$ cat src/rtl/button_event_ctrl_if.sv
// -----------------------------------------------------------------------------
// button_event_ctrl_if
// Bus bundle for button_event_ctrl. It carries two buses:
//   polled side (controller -> button peripheral)
//     btn_rd     1          read strobe to the peripheral
//     btn_raddr  ADDRWIDTH  read address to the peripheral
//     btn_rdata  32         peripheral read data, valid the cycle after btn_rd
//   host side (CPU -> controller)
//     rd         1          host read strobe
//     raddr      ADDRWIDTH  host read address
//     rdata      32         host read data, registered
//     irq        1          high while the event FIFO is non-empty
// Modports:
//   master  the controller's view (drives the poll strobe and host read data)
//   slave   the surrounding system's view (peripheral plus host)
// -----------------------------------------------------------------------------
interface button_event_ctrl_if #(
  parameter int ADDRWIDTH = 4
);
  logic                 btn_rd;
  logic [ADDRWIDTH-1:0] btn_raddr;
  logic [31:0]          btn_rdata;
  logic                 rd;
  logic [ADDRWIDTH-1:0] raddr;
  logic [31:0]          rdata;
  logic                 irq;

  modport master (
    output btn_rd, btn_raddr, rdata, irq,
    input  btn_rdata, rd, raddr
  );

  modport slave (
    input  btn_rd, btn_raddr, rdata, irq,
    output btn_rdata, rd, raddr
  );
endinterface

$ cat src/rtl/button_event_ctrl.sv
// -----------------------------------------------------------------------------
// button_event_ctrl
// Polls an 8-button peripheral every POLL_DIV cycles, turns level changes into
// PRESS / RELEASE (and optionally REPEAT) events, queues them in an 8-entry
// FIFO and exposes them through a small host register file.
//
// Ports:
//   clk    system clock, rising edge
//   rst_n  asynchronous active-low reset
//   bus    button_event_ctrl_if.master (polled bus + host bus + irq)
//
// Host registers:
//   0x00 EVENT   {1, 26'h0, event[4:0]} and pops; 0 when empty (no pop)
//   0x04 STATUS  {23'h0, overflow, 4'h0, count[3:0]}; clears overflow on read
//   0x08 LEVEL   {24'h0, debounced levels from the last completed scan}
//
// Event encoding: [4:3] type (01 PRESS, 10 RELEASE, 11 REPEAT), [2:0] button.
//
// Optional feature: define BTN_EVENT_REPEAT_EN to build the per-button hold
// counters and REPEAT events. Without it LONG_TICKS/REPEAT_TICKS are ignored.
// -----------------------------------------------------------------------------
module button_event_ctrl #(
  parameter int ADDRWIDTH    = 4,
  parameter int POLL_DIV     = 50000,
  parameter int LONG_TICKS   = 800,
  parameter int REPEAT_TICKS = 200
) (
  input  logic                clk,
  input  logic                rst_n,
  button_event_ctrl_if.master bus
);

  localparam int                   PW         = (POLL_DIV > 1) ? $clog2(POLL_DIV) : 1;
  localparam logic [PW-1:0]        PRESC_LAST = PW'(POLL_DIV - 1);
  localparam logic [ADDRWIDTH-1:0] A_EVENT    = ADDRWIDTH'(0);
  localparam logic [ADDRWIDTH-1:0] A_STATUS   = ADDRWIDTH'(4);
  localparam logic [ADDRWIDTH-1:0] A_LEVEL    = ADDRWIDTH'(8);
  localparam logic [ADDRWIDTH-1:0] A_BTN      = ADDRWIDTH'(4);
  localparam logic [1:0]           EV_PRESS   = 2'b01;
  localparam logic [1:0]           EV_RELEASE = 2'b10;

  typedef enum logic [2:0] {S_IDLE, S_REQ, S_WAIT, S_CAPT, S_SCAN} state_t;

  state_t               r_state;
  logic [PW-1:0]        r_presc;
  logic [7:0]           r_prev;
  logic [7:0]           r_cur;
  logic [2:0]           r_idx;
  logic                 r_first;
  logic                 r_btn_rd;
  logic [ADDRWIDTH-1:0] r_btn_raddr;

  logic [4:0]           r_mem [8];
  logic [2:0]           r_wr_ptr;
  logic [2:0]           r_rd_ptr;
  logic [3:0]           r_count;
  logic                 r_ovf;
  logic [31:0]          r_rdata;

  logic                 w_tick;
  logic                 w_push;
  logic [4:0]           w_evt;
  logic                 w_pop;
  logic                 w_push_ok;
  logic [31:0]          w_rdata_nxt;

  assign w_tick = (r_presc == PRESC_LAST);

`ifdef BTN_EVENT_REPEAT_EN
  localparam logic [9:0] HOLD_MAX  = 10'd1023;
  localparam logic [9:0] LONG_V    = 10'(LONG_TICKS);
  localparam logic [9:0] REP_V     = 10'(REPEAT_TICKS);
  localparam logic [1:0] EV_REPEAT = 2'b11;

  logic [9:0] r_hold [8];
  logic [9:0] w_hold_nxt;
  logic       w_hold_inc;
  logic       w_rep_hit;
  logic       w_unused;

  assign w_unused = ^bus.btn_rdata[31:8];

  // A repeat fires only on a poll that actually advances the hold count, so a
  // saturated counter stops repeating instead of firing every poll.
  always_comb begin
    w_hold_inc = (r_hold[r_idx] != HOLD_MAX);
    w_hold_nxt = r_hold[r_idx] + 10'd1;
    w_rep_hit  = w_hold_inc &&
                 ((w_hold_nxt == LONG_V) ||
                  ((w_hold_nxt > LONG_V) && (((w_hold_nxt - LONG_V) % REP_V) == 10'd0)));
  end

  always_ff @(posedge clk or negedge rst_n) begin
    if (!rst_n) begin
      for (int i = 0; i < 8; i++) r_hold[i] <= '0;
    end else if (r_state == S_SCAN && r_cur[r_idx]) begin
      if (!r_prev[r_idx])  r_hold[r_idx] <= '0;
      else if (w_hold_inc) r_hold[r_idx] <= w_hold_nxt;
    end
  end
`else
  logic w_unused;

  assign w_unused = ^{bus.btn_rdata[31:8], 32'(LONG_TICKS), 32'(REPEAT_TICKS)};
`endif

  // Edge detect for the button currently being scanned; one event at most.
  // NOTE: every variable driven here gets a default first, so no latch is inferred.
  always_comb begin
    w_push = 1'b0;
    w_evt  = '0;
    if (r_state == S_SCAN) begin
      case ({r_prev[r_idx], r_cur[r_idx]})
        2'b01: begin w_push = 1'b1; w_evt = {EV_PRESS, r_idx};   end
        2'b10: begin w_push = 1'b1; w_evt = {EV_RELEASE, r_idx}; end
`ifdef BTN_EVENT_REPEAT_EN
        2'b11: begin w_push = w_rep_hit; w_evt = {EV_REPEAT, r_idx}; end
`endif
        default: ;
      endcase
    end
  end

  // Poll sequencer. The peripheral presents data only in the cycle after the
  // strobe, so it is sampled on the WAIT->CAPT edge; CAPT then either seeds
  // prev (first poll after reset, no events) or starts the 8-cycle scan.
  // NOTE: all registered state uses non-blocking assignments so every block sees pre-edge values.
  always_ff @(posedge clk or negedge rst_n) begin
    if (!rst_n) begin
      r_state     <= S_IDLE;
      r_presc     <= '0;
      r_prev      <= '0;
      r_cur       <= '0;
      r_idx       <= '0;
      r_first     <= 1'b1;
      r_btn_rd    <= 1'b0;
      r_btn_raddr <= '0;
    end else begin
      r_presc  <= w_tick ? '0 : r_presc + PW'(1);
      r_btn_rd <= 1'b0;
      case (r_state)
        S_IDLE: begin
          if (w_tick) begin
            r_state     <= S_REQ;
            r_btn_rd    <= 1'b1;
            r_btn_raddr <= A_BTN;
          end
        end
        S_REQ:  r_state <= S_WAIT;
        S_WAIT: begin
          r_cur   <= bus.btn_rdata[7:0];
          r_state <= S_CAPT;
        end
        S_CAPT: begin
          if (r_first) begin
            r_prev  <= r_cur;
            r_first <= 1'b0;
            r_state <= S_IDLE;
          end else begin
            r_idx   <= '0;
            r_state <= S_SCAN;
          end
        end
        S_SCAN: begin
          r_prev[r_idx] <= r_cur[r_idx];
          r_idx         <= r_idx + 3'd1;
          if (r_idx == 3'd7) r_state <= S_IDLE;
        end
        default: r_state <= S_IDLE;
      endcase
    end
  end

  // A pop only happens on an EVENT read of a non-empty FIFO; a push into a
  // full FIFO still succeeds when a pop frees a slot in the same cycle.
  assign w_pop     = bus.rd && (bus.raddr == A_EVENT) && (r_count != 4'd0);
  assign w_push_ok = w_push && (!r_count[3] || w_pop);

  always_comb begin
    w_rdata_nxt = '0;
    case (bus.raddr)
      A_EVENT:  if (r_count != 4'd0) w_rdata_nxt = {1'b1, 26'h0, r_mem[r_rd_ptr]};
      A_STATUS: w_rdata_nxt = {23'h0, r_ovf, 4'h0, r_count};
      A_LEVEL:  w_rdata_nxt = {24'h0, r_prev};
      default:  ;
    endcase
  end

  // NOTE: the FIFO storage array is not reset; count/pointers guard its contents.
  always_ff @(posedge clk) begin
    if (w_push_ok) r_mem[r_wr_ptr] <= w_evt;
  end

  always_ff @(posedge clk or negedge rst_n) begin
    if (!rst_n) begin
      r_wr_ptr <= '0;
      r_rd_ptr <= '0;
      r_count  <= '0;
      r_ovf    <= 1'b0;
      r_rdata  <= '0;
    end else begin
      if (w_push_ok) r_wr_ptr <= r_wr_ptr + 3'd1;
      if (w_pop)     r_rd_ptr <= r_rd_ptr + 3'd1;
      case ({w_push_ok, w_pop})
        2'b10:   r_count <= r_count + 4'd1;
        2'b01:   r_count <= r_count - 4'd1;
        default: ;
      endcase
      // Set is evaluated after the read-clear so a drop in the same cycle sticks.
      if (bus.rd && (bus.raddr == A_STATUS)) r_ovf <= 1'b0;
      if (w_push && !w_push_ok)              r_ovf <= 1'b1;
      if (bus.rd) r_rdata <= w_rdata_nxt;
    end
  end

  assign bus.btn_rd    = r_btn_rd;
  assign bus.btn_raddr = r_btn_raddr;
  assign bus.rdata     = r_rdata;
  assign bus.irq       = (r_count != 4'd0);

endmodule
$ cat src/flat_wrapper.sv
// flat-port wrapper written by rule: the top's interface ports become plain ports
module button_event_ctrl_flat 
#(
  parameter int ADDRWIDTH    = 4,
  parameter int POLL_DIV     = 50000,
  parameter int LONG_TICKS   = 800,
  parameter int REPEAT_TICKS = 200
)
  (clk, rst_n, bus_btn_rd, bus_btn_raddr, bus_rdata, bus_irq, bus_btn_rdata, bus_rd, bus_raddr);
  button_event_ctrl_if #(.ADDRWIDTH(ADDRWIDTH)) bus_i ();
  input  logic clk;
  input  logic rst_n;
  output wire logic [$bits(bus_i.btn_rd)-1:0] bus_btn_rd;
  output wire logic [$bits(bus_i.btn_raddr)-1:0] bus_btn_raddr;
  output wire logic [$bits(bus_i.rdata)-1:0] bus_rdata;
  output wire logic [$bits(bus_i.irq)-1:0] bus_irq;
  input wire logic [$bits(bus_i.btn_rdata)-1:0] bus_btn_rdata;
  input wire logic [$bits(bus_i.rd)-1:0] bus_rd;
  input wire logic [$bits(bus_i.raddr)-1:0] bus_raddr;
  assign bus_btn_rd = bus_i.btn_rd;
  assign bus_btn_raddr = bus_i.btn_raddr;
  assign bus_rdata = bus_i.rdata;
  assign bus_irq = bus_i.irq;
  assign bus_i.btn_rdata = bus_btn_rdata;
  assign bus_i.rd = bus_rd;
  assign bus_i.raddr = bus_raddr;
  button_event_ctrl #(.ADDRWIDTH(ADDRWIDTH), .POLL_DIV(POLL_DIV), .LONG_TICKS(LONG_TICKS), .REPEAT_TICKS(REPEAT_TICKS)) u_core (.clk(clk), .rst_n(rst_n), .bus(bus_i));
endmodule
$ cat config.mk
export PLATFORM = sky130hd
export DESIGN_NAME = button_event_ctrl_flat
export DESIGN_NICKNAME = d
export VERILOG_FILES = /design/src/rtl/button_event_ctrl_if.sv /design/src/rtl/button_event_ctrl.sv /design/src/flat_wrapper.sv
export SDC_FILE = /design/constraint.sdc
export NUM_CORES = 1
export LEC_CHECK = 0
export ABC_AREA = 1
export ABC_CLOCK_PERIOD_IN_PS = 3400
export BUFFER_PORTS_ARGS = -buffer_cell sky130_fd_sc_hd__buf_2
export CAP_MARGIN = 20
export CORE_MARGIN = 2
export CORE_UTILIZATION = 35
export CTS_CLUSTER_DIAMETER = 100
export DETAILED_ROUTE_END_ITERATION = 16
export REMOVE_ABC_BUFFERS = 1
export SKIP_LAST_GASP = 1
export SLEW_MARGIN = 30
export SYNTH_ARGS = -nofsm -noshare
export SYNTH_HDL_FRONTEND = slang
export SYNTH_SLANG_ARGS = --single-unit
$ cat constraint.sdc
create_clock -name clk -period 3.4 [get_ports clk]
set_input_delay 0.34 -clock clk [delete_from_list [all_inputs] [get_ports clk]]
set_output_delay 0.34 -clock clk [all_outputs]
set_load 0.1 [all_outputs]
==> summary.txt, run 1 <==
Status
  – Outcome: finished with violations
  – Failing checks: negative hold slack

Clock tree
  – Clk slew on worst S/H paths: 0.07 ns
  – CTS tree: built
  – TritonCTS Buffers: 9
  – Clock root buffer: clkbuf_16
  – Worst-skew pair later-pin latency: 0.34 ns
  – CTS H-Tree Depth: 3
  – Max clock buf depth: 2
  – Post-CTS Setup Bufs: 0
  – Clk sink count: 102

Critical path
  – CP Buf/Inv Count: 3
  – Worst r2r path cells: 17
  – Crit-path max FO: 7
  – Critical path required time: 3.62 ns
  – Slowest CP cell: dfrtp_1
  – CP peak stage delay: 0.46 ns
  – Stages on worst setup path: 17
  – Setup crit start: u_core.r_idx[0]
  – Startpoint types: flip-flop
  – FF-to-FF Start: u_core.r_idx[0]
  – Crit path capture: u_core.r_count[2]
  – R2r setup slk: 0.24 ns
  – CP Capture Type: flip-flop
  – Setup CP Type: reg -> reg
  – Delay-heaviest family, CP: simple AND/OR/NAND/NOR gates
  – Reg-to-reg endpoint: u_core.r_count[2]
  – Critical Path AT: 3.37 ns
  – Cell breakdown of the critical path: inv_1, nor3_2, nand2_1, nand2_1, inv_1, nand4_1, inv_1, ha_1, nor2_4, nand2_2, ha_1, nor2_1, nor2_1, ha_1, a21oi_1, xor2_1, o21ai_0

Global route
  – First-pass GRT wire length: 16640 um
  – Vias in the first global route: 3512
  – Overflow after GRT: 0
  – Initial antenna violation count: 0
  – Largest net degree at the start of global routing: 48
  – Overall Global Routing Usage: 0.1320

STA
  – Slew @ Worst Pin: 0.6403 ns
  – Hold Fails Final Rpt: 10
  – Worst Slack Setup Final: 0.2422 ns
  – Final setup violation count: 0
  – Worst Skew: 0.009248 ns
  – Timing-limited maximum frequency: 316.7 MHz
  – RSZ-0062 raised after global routing: no
  – Slew HR: 0.5727
  – Final Max Tran Viols: 0
  – Fin crit period: 3.158 ns
  – Period utilisation layout: 0.9288
  – Fin Setup TNS: 0 ns
  – Final hold slack: -0.006906 ns

Synth
  – Primary FF master, synth: dfrtp_1
  – Sequential-to-total area share from yosys stat: 0.5416
  – Commonest cells post-synth: 151 x nand2_1, 66 x inv_1, 65 x nor2_1
  – Post-synth top area share: 0.3002
  – Post-synthesis register bit count: 102
  – Yosys top cell by area: dfrtp_1
  – Synth top area cells: dfrtp_1 30%, edfxtp_1 24%, nand2_1 11%
  – Warnings, synthesis: 0
  – Cells after Synth: 578
  – Post-synth EDFFs: 40
  – Most numerous cell in the Yosys netlist: nand2_1
  – Syn_area_per_cell: 8.797 um2
  – Synth unique cells: 34
  – Netlist Area Pre-Place: 5085 um2
  – Async SR Flop Fraction: 0.6078

Finish
  – Fin nets: 659
  – Final instance count without filler cells: 799
  – ANT cells: 0
  – Final Instance Area: 5658 um2
  – Layout cells sized above 1: 0.1089
  – P&R area growth vs syn: 11.27%
  – Post-layout util: 0.3938

Place
  – Routability cong.: 0.8732
  – Setup WS pre-CTS: 0.2537 ns
  – # port buffers: 27
  – Cell Area, Placed: 5351 um2
  – Placed Cells: 783
  – Post-DP HPWL: 7252 um

Hold path
  – Min-Delay Path Class: in -> async

Floorplanning
  – Core area: 14370 um2
  – Row count: 44
  – Starting Density: 0.3539
  – I/O pin count: 77
  – DIE AREA: 15510 um2
  – Die Y: 124.5 um
  – Die W: 124.5 um

Flow run
  – Max-Cap Viols: 0

Route
  – Vias: 3722
  – DR iter-0 viols: 190
  – Drt via density: 4.658
  – Routed Antenna Nets: 0
  – Final wirelength: 9901 um
  – DRC: 0
  – Routed WL per cell: 12.39 um
  – TritonRoute pass-1 iters: 5

Pwr
  – Power Dens Cells: 551.6 nW/um2
  – Power after layout: 3.121 mW
  – Maximum VDD drop: 275.8 uV
  – Lkg Pwr: 2.694 nW
-- routing by layer --
| layer | GRT usage | wire (um) |
|---|---|---|
| met3 | 0.02964 | 436 |
| met1 | 0.1707 | 4462 |
| met4 | 0.03371 | 63 |
| met5 | 0 | 0 |
| met2 | 0.2247 | 4938 |
-- where the power goes --
group          switching (mW)  internal, mW  total (mW)
logic                   0.533         0.160       0.693
registers              0.0660          1.32        1.39
clock network           0.463         0.580        1.04
total                    1.06          2.06        3.12
-- layout make-up --
class,count,area [um2]
fillers,1440,8711
flip-flops and latches,102,2755
multi-input cells,398,1937
inverters,66,247.7
well taps,184,230.2
clock buffers,9,225.2
repair buffers,33,182.7
clock inverters,7,80.08
-- worst reg2reg max path, stage by stage (launching register included) --
cell,delay (ns)
dfrtp_1,0.46
inv_1,0.18
nor3_2,0.22
nand2_1,0.09
nand2_1,0.07
inv_1,0.04
nand4_1,0.11
inv_1,0.06
ha_1,0.32
nor2_4,0.25
nand2_2,0.15
ha_1,0.29
nor2_1,0.11
nor2_1,0.07
ha_1,0.17
a21oi_1,0.14
xor2_1,0.21
o21ai_0,0.11
-- sequential cells by signal, summed over array words and instances, names as in the netlist --
| signal | flops |
|---|---|
| u_core.bus.btn_raddr | 1 |
| u_core.r_idx | 3 |
| u_core.bus.btn_rd | 1 |
| u_core.r_state | 3 |
| u_core.r_wr_ptr | 3 |
| u_core.bus.rdata | 10 |
| u_core.r_rd_ptr | 3 |
| u_core.r_first | 1 |
| u_core.r_cur | 8 |
| u_core.r_count | 4 |
| u_core.r_prev | 8 |
| u_core.r_presc | 16 |
| u_core.r_ovf | 1 |
| u_core.r_mem | 40 |
-- cell usage in the layout (no fill, tap or decap), drive strengths merged --
| cell | instances |
|---|---|
| a21o | 1 |
| a21oi | 17 |
| buf | 33 |
| bufinv | 1 |
| clkbuf | 9 |
| clkinv | 1 |
| clkinvlp | 2 |
| conb | 25 |
| dfrtp | 61 |
| dfstp | 1 |
| edfxtp | 40 |
| ha | 10 |
| inv | 69 |
| mux2 | 5 |
| nand2 | 154 |
| nand3 | 52 |
| nand3b | 2 |
| nand4 | 4 |
| nor2 | 69 |
| nor3 | 8 |
| nor3b | 2 |
| o211ai | 5 |
| o21ai | 28 |
| o21bai | 1 |
| o221ai | 1 |
| o22ai | 1 |
| o31ai | 2 |
| or2 | 1 |
| xnor2 | 2 |
| xor2 | 8 |
-- logic make-up (layout without fill, tap and decap cells) --
logic type,after synthesis,in the layout,share of synthesized area
AND/OR/NAND/NOR,292,292,0.2490
flip-flops,102,102,0.5416
buffers and inverters,102,115,0.09523
AO/OA/AOI/OAI,56,56,0.06053
adder cells (fa/ha/maj),10,10,0.02461
XOR/XNOR,10,10,0.01723
multiplexers,5,5,0.01107
other,1,25,0.0007375
-- repair_timing --
action                                  4_1_cts  5_1_grt
endpoints found under the setup margin        0        1
hold buffers                                  0        0
resized for setup                             0        1
-- worst min path at each step --
| stage | startpoint | to | slack [ns] | depth (start not counted) |
|---|---|---|---|---|
| after floorplan | rst_n | u_core.bus.btn_raddr[2] | 0.04 | 0 |
| after global placement | u_core.bus.btn_raddr[2] | u_core.bus.btn_raddr[2] | 0.44 | 1 |
| final | rst_n | u_core.r_cur[6] | -0.007 | 1 |
| after detailed placement | rst_n | u_core.r_cur[4] | 0.39 | 1 |
| after global routing | rst_n | u_core.r_cur[1] | 0.04 | 1 |
| after CTS | rst_n | u_core.r_cur[4] | 0.01 | 1 |
Note: power is estimated with default switching activity, not from simulation.
==> run 2: changes to the inputs <==
Settings changed: CORE_MARGIN 2 to not set.
==> summary.txt, run 2 (synthesized netlist as in run 1, its figures left out) <==
Finish
  – ANT cells: 0 (unchanged)
  – Filler cells: 1382 (was 1440)
  – Commonest non-fill, non-tap cell in the layout: nand2_1 (unchanged)
  – Layout cells sized above 1: 0.1089 (unchanged)
  – Largest reg by FF count: u_core.r_mem (unchanged)
  – Commonest non-fill, non-tap cells in the layout: 151 x nand2_1, 66 x inv_1, 65 x nor2_1, 59 x dfrtp_1, 50 x nand3_1 (was 151 x nand2_1, 66 x inv_1, 65 x nor2_1, 60 x dfrtp_1, 50 x nand3_1)
  – Max reg flops: 40 (unchanged)
  – Fin nets: 659 (unchanged)
  – Post-layout util: 0.4011 (was 0.3938)
  – Final Instance Area: 5633 um2 (was 5658 um2)
  – P&R area growth vs syn: 10.78% (was 11.27%)
  – Final instance count without filler cells: 795 (was 799)

STA
  – Final Max Tran Viols: 0 (unchanged)
  – Hold Fails Final Rpt: 3 (was 10)
  – Timing-limited maximum frequency: 325.1 MHz (was 316.7 MHz)
  – RSZ-0062 raised after global routing: no (unchanged)
  – Fin Setup TNS: 0 ns (unchanged)
  – Final hold slack: -0.002821 ns (was -0.006906 ns)
  – Slew HR: 0.5638 (was 0.5727)
  – Final setup violation count: 0 (unchanged)
  – Worst Slack Setup Final: 0.3243 ns (was 0.2422 ns)
  – Period utilisation layout: 0.9046 (was 0.9288)
  – Slew @ Worst Pin: 0.6536 ns (was 0.6403 ns)
  – Worst Skew: 0.007980 ns (was 0.009248 ns)
  – Fin crit period: 3.076 ns (was 3.158 ns)

Place
  – Routability cong.: 0.8820 (was 0.8732)
  – Placed Cells: 779 (was 783)
  – # port buffers: 27 (unchanged)
  – Setup WS pre-CTS: 0.3442 ns (was 0.2537 ns)
  – Cell Area, Placed: 5346 um2 (was 5351 um2)
  – Post-DP HPWL: 7244 um (was 7252 um)

Flow run
  – Max-Cap Viols: 0 (unchanged)

Route
  – Final wirelength: 9960 um (was 9901 um)
  – Drt via density: 4.709 (was 4.658)
  – Vias: 3744 (was 3722)
  – DRC: 0 (unchanged)
  – TritonRoute pass-1 iters: 4 (was 5)
  – DR iter-0 viols: 243 (was 190)
  – Routed Antenna Nets: 0 (unchanged)
  – Routed WL per cell: 12.53 um (was 12.39 um)

Global route
  – Vias in the first global route: 3650 (was 3512)
  – Overall Global Routing Usage: 0.1456 (was 0.1320)
  – Initial antenna violation count: 0 (unchanged)
  – Overflow after GRT: 0 (unchanged)
  – First-pass GRT wire length: 17020 um (was 16640 um)
  – Largest net degree at the start of global routing: 48 (unchanged)

Status
  – Failing checks: negative hold slack (unchanged)
  – Outcome: finished with violations (unchanged)

Hold path
  – Min-Delay Path Class: in -> async (unchanged)

Clock tree
  – TritonCTS Buffers: 9 (unchanged)
  – Clk slew on worst S/H paths: 0.07 ns (about the same)
  – Max clock buf depth: 2 (unchanged)
  – Post-CTS Setup Bufs: 0 (unchanged)
  – Clk sink count: 102 (unchanged)
  – CTS H-Tree Depth: 3 (unchanged)
  – Worst-skew pair later-pin latency: 0.34 ns (about the same)
  – CTS tree: built (unchanged)
  – Clock root buffer: clkbuf_16 (unchanged)

Floorplanning
  – DIE AREA: 15010 um2 (was 15510 um2)
  – I/O pin count: 77 (unchanged)
  – Row count: 43 (was 44)
  – Core area: 14040 um2 (was 14370 um2)
  – Die W: 122.5 um (was 124.5 um)
  – Die Y: 122.5 um (was 124.5 um)
  – Starting Density: 0.3621 (was 0.3539)

Critical path
  – Reg-to-reg endpoint: u_core.r_count[2] (unchanged)
  – Startpoint types: flip-flop (unchanged)
  – Crit-path max FO: 10 (was 7)
  – Setup CP Type: reg -> reg (unchanged)
  – CP Capture Type: flip-flop (unchanged)
  – R2r setup slk: 0.32 ns (was 0.24 ns)
  – FF-to-FF Start: u_core.r_idx[2] (was u_core.r_idx[0])
  – Critical path required time: 3.62 ns (about the same)
  – Setup crit start: u_core.r_idx[2] (was u_core.r_idx[0])
  – Slowest CP cell: dfrtp_1 (unchanged)
  – CP peak stage delay: 0.49 ns (was 0.46 ns)
  – Critical Path AT: 3.30 ns (was 3.37 ns)
  – Cell breakdown of the critical path: inv_1, nand2_1, nor2_1, a21oi_1, nand4_1, inv_1, ha_1, nor2_4, nand2_2, ha_1, nand2_1, inv_1, nor2_1, ha_1, a21oi_1, xor2_1, o21ai_0 (was inv_1, nor3_2, nand2_1, nand2_1, inv_1, nand4_1, inv_1, ha_1, nor2_4, nand2_2, ha_1, nor2_1, nor2_1, ha_1, a21oi_1, xor2_1, o21ai_0)
  – Worst r2r path cells: 17 (unchanged)

Pwr
  – Lkg Pwr: 2.682 nW (was 2.694 nW)
  – Power Dens Cells: 544.5 nW/um2 (was 551.6 nW/um2)
  – Maximum VDD drop: 276.7 uV (was 275.8 uV)
  – Power after layout: 3.067 mW (was 3.121 mW)
==> run 2: worst max path at each step <==
stage	depth (start not counted)	endpoint
floorplan	17	u_core.r_count[2]
global placement	17	u_core.r_count[2]
detailed placement	18	u_core.r_count[2]
CTS	17	u_core.r_count[2]
global route	18	u_core.r_count[2]
finish	17	u_core.r_count[2]
==> run 2: metal layers <==
layer,wire [um],track usage
met5,0,0
met4,166,0.04878
met3,357,0.03113
met1,4652,0.1882
met2,4783,0.2412
==> run 2: what timing repair did <==
action                     CTS  global route
hold buffers                 0             0
setup endpoints to repair    0             2
gates resized for setup      0             2
==> run 2: report_power, final <==
group,switching (mW),total (mW),internal (mW)
Clock,0.474,0.985,0.511
Sequential,0.0695,1.39,1.32
Combinational,0.532,0.694,0.161
==> run 2: cell type report <==
cell class / count / area (um2) / share of cell area
Clock inverter: 6 / 55.05 / 0.009773
Multi-Input combinational cell: 398 / 1937 / 0.3438
Sequential cell: 102 / 2756 / 0.4893
Inverter: 66 / 247.7 / 0.04398
Clock buffer: 10 / 229.0 / 0.04065
Tap cell: 180 / 225.2 / 0.03998
Timing Repair Buffer: 33 / 182.7 / 0.03243
==> run 2: critical path, delay by kind of cell (launching register included) <==
family / cells / cell delay, ns
simple gates: 7 / 0.98
flops: 1 / 0.49
compound gates: 3 / 0.22
fa+ha+maj: 3 / 0.79
xor+xnor: 1 / 0.18
buf+inv: 3 / 0.27
==> run 3: changes to the inputs <==
Settings changed: GPL_TIMING_DRIVEN set to 0.
==> summary.txt, run 3 (synthesized netlist as in run 1, its figures left out) <==
Clock tree
  – Max clock buf depth: 2 (unchanged)
  – Clk slew on worst S/H paths: 0.07 ns (about the same)
  – Clk sink count: 102 (unchanged)
  – Clock root buffer: clkbuf_16 (unchanged)
  – CTS H-Tree Depth: 3 (unchanged)
  – Worst-skew pair later-pin latency: 0.34 ns (about the same)
  – CTS tree: built (unchanged)
  – Post-CTS Setup Bufs: 0 (unchanged)
  – TritonCTS Buffers: 9 (unchanged)

Critical path
  – Critical path required time: 3.66 ns (was 3.62 ns)
  – Startpoint types: flip-flop (unchanged)
  – Critical Path AT: 3.39 ns (was 3.30 ns)
  – Setup CP Type: reg -> reg (unchanged)
  – CP Capture Type: flip-flop (unchanged)
  – Crit-path max FO: 10 (unchanged)

Global route
  – Vias in the first global route: 3463 (was 3650)
  – Largest net degree at the start of global routing: 46 (was 48)
  – First-pass GRT wire length: 16650 um (was 17020 um)
  – Initial antenna violation count: 0 (unchanged)
  – Overall Global Routing Usage: 0.1425 (was 0.1456)
  – Overflow after GRT: 0 (unchanged)

Floorplanning
  – I/O pin count: 77 (unchanged)
  – Row count: 43 (unchanged)
  – DIE AREA: 15010 um2 (unchanged)
  – Die W: 122.5 um (unchanged)
  – Core area: 14040 um2 (unchanged)
  – Starting Density: 0.3621 (unchanged)
  – Die Y: 122.5 um (unchanged)

Flow run
  – Max-Cap Viols: 0 (unchanged)

STA
  – Final setup violation count: 0 (unchanged)
  – Final Max Tran Viols: 0 (unchanged)
  – Fin crit period: 3.126 ns (was 3.076 ns)
  – Final hold slack: 0.2233 ns (was -0.002821 ns)
  – Worst Slack Setup Final: 0.2742 ns (was 0.3243 ns)
  – Slew @ Worst Pin: 0.7467 ns (was 0.6536 ns)
  – Hold Fails Final Rpt: 0 (was 3)
  – Timing-limited maximum frequency: 319.9 MHz (was 325.1 MHz)
  – Worst Skew: 0.007315 ns (was 0.007980 ns)
  – Slew HR: 0.5022 (was 0.5638)
  – Period utilisation layout: 0.9194 (was 0.9046)

Route
  – Vias: 3722 (was 3744)
  – Routed WL per cell: 12.65 um (was 12.53 um)
  – Final wirelength: 10000 um (was 9960 um)
  – Routed Antenna Nets: 0 (unchanged)
  – Drt via density: 4.705 (was 4.709)
  – DRC: 0 (unchanged)
  – DR iter-0 viols: 185 (was 243)
  – TritonRoute pass-1 iters: 6 (was 4)

Pwr
  – Power Dens Cells: 540.8 nW/um2 (was 544.5 nW/um2)
  – Flop pwr share: 0.467 (was 0.453)
  – Sw power: 1.068 mW (was 1.076 mW)
  – Internal: 1.984 mW (was 1.991 mW)
  – Power after layout: 3.052 mW (was 3.067 mW)
  – Clock power frac: 0.320 (was 0.321)
  – Sw Ratio: 0.3499 (was 0.3507)
  – Lkg Pwr: 2.670 nW (was 2.682 nW)
  – Maximum VDD drop: 336.1 uV (was 276.7 uV)
  – Share of total power in combinational logic: 0.213 (was 0.226)

Finish
  – Layout cells sized above 1: 0.1064 (was 0.1089)
  – P&R area growth vs syn: 10.97% (was 10.78%)
  – Commonest non-fill, non-tap cell in the layout: nand2_1 (unchanged)
  – ANT cells: 0 (unchanged)
  – Commonest non-fill, non-tap cells in the layout: 151 x nand2_1, 65 x inv_1, 65 x nor2_1, 60 x dfrtp_1, 50 x nand3_1 (was 151 x nand2_1, 66 x inv_1, 65 x nor2_1, 59 x dfrtp_1, 50 x nand3_1)
  – Largest reg by FF count: u_core.r_mem (unchanged)
  – Final instance count without filler cells: 791 (was 795)
  – Max reg flops: 40 (unchanged)
  – Fin nets: 655 (was 659)

Place
  – Setup WS pre-CTS: 0.2739 ns (was 0.3442 ns)
  – Post-DP HPWL: 7301 um (was 7244 um)
  – Placed Cells: 774 (was 779)
  – # port buffers: 27 (unchanged)
  – Routability cong.: 0.8958 (was 0.8820)

Status
  – Outcome: finished, final reports clean (was finished with violations)

Hold path
  – Min-Delay Path Class: in -> reg (was in -> async)
## run 3: cell count changes in the layout (fill, tap and decap cells not counted), sizes merged
cell / change
dlygate4sd3: +1
clkinv: +2
clkinvlp: -2
buf: -5
## run 3: layout make-up
class / count / area (um2)
flip-flops and latches: 102 / 2755
repair buffers: 29 / 175.2
inverters: 66 / 247.7
clock buffers: 10 / 229.0
clock inverters: 6 / 52.55
well taps: 180 / 225.2
multi-input cells: 398 / 1958
fillers: 1393 / 8399
## run 3: power groups by stage
| stage | Clock (mW) | Sequential (mW) | Combinational [mW] |
|---|---|---|---|
| 3_5_place_dp | 0 | 1.45 | 0.651 |
| 4_1_cts | 1.01 | 1.43 | 0.654 |
| 5_1_grt | 1.05 | 1.44 | 0.729 |
| 6_report | 0.978 | 1.42 | 0.649 |
| 3_3_place_gp | 0 | 1.45 | 0.637 |
| 2_1_floorplan | 0 | 1.46 | 0.475 |
## run 3: critical path: stages, from the launching register on
cell	delay (ns)
dfrtp_1	0.51
inv_1	0.18
nand2_1	0.08
nor2_1	0.16
a21oi_1	0.09
nand4_1	0.14
inv_1	0.06
ha_1	0.32
nor2_4	0.24
nand2_2	0.16
ha_1	0.30
nand2_1	0.09
inv_1	0.05
nor2_1	0.14
ha_1	0.18
a21oi_1	0.05
xor2_1	0.16
o21ai_0	0.14
## run 3: worst paths after layout
| path | end | cells after the start | slack [ns] | from |
|---|---|---|---|---|
| setup / recovery | u_core.r_count[2] | 17 | 0.27 | u_core.r_idx[2] |
| hold / removal | u_core.r_cur[1] | 2 | 0.22 | bus_btn_rdata[1] |
| setup reg to reg | u_core.r_count[2] | 17 | 0.27 | u_core.r_idx[2] |
| hold reg to reg | u_core.bus.btn_raddr[2] | 1 | 0.46 | u_core.bus.btn_raddr[2] |
| max in group asynchronous | u_core.r_first | 3 | 2.43 | rst_n |
| min in group asynchronous | u_core.r_cur[4] | 2 | 0.42 | rst_n |
## run 3: routing by layer
metal / share of wire / global-route usage / wire (um)
met1: 0.47 / 0.1937 / 4677
met2: 0.49 / 0.2317 / 4856
met3: 0.043 / 0.03067 / 429
met4: 0.0040 / 0.03277 / 40
met5: 0 / 0 / 0
## run 3: repair_timing
action	4_1_cts	5_1_grt
hold buffers	1	0
gates resized for setup	0	3
endpoints found under the hold margin	17	0
setup endpoints to repair	0	2
## run 3: metrics by stage
stage / util / setup TNS [ns] / cell area (um2)
final: 0.4019 / 0 / 5643
after global routing: 0.4019 / -0.001612 / 5643
after CTS: 0.4006 / 0 / 5625
after detailed placement: 0.3798 / 0 / 5334
after global placement: 0.3774 / 0 / 5299
after floorplan: - / 0 / 4938
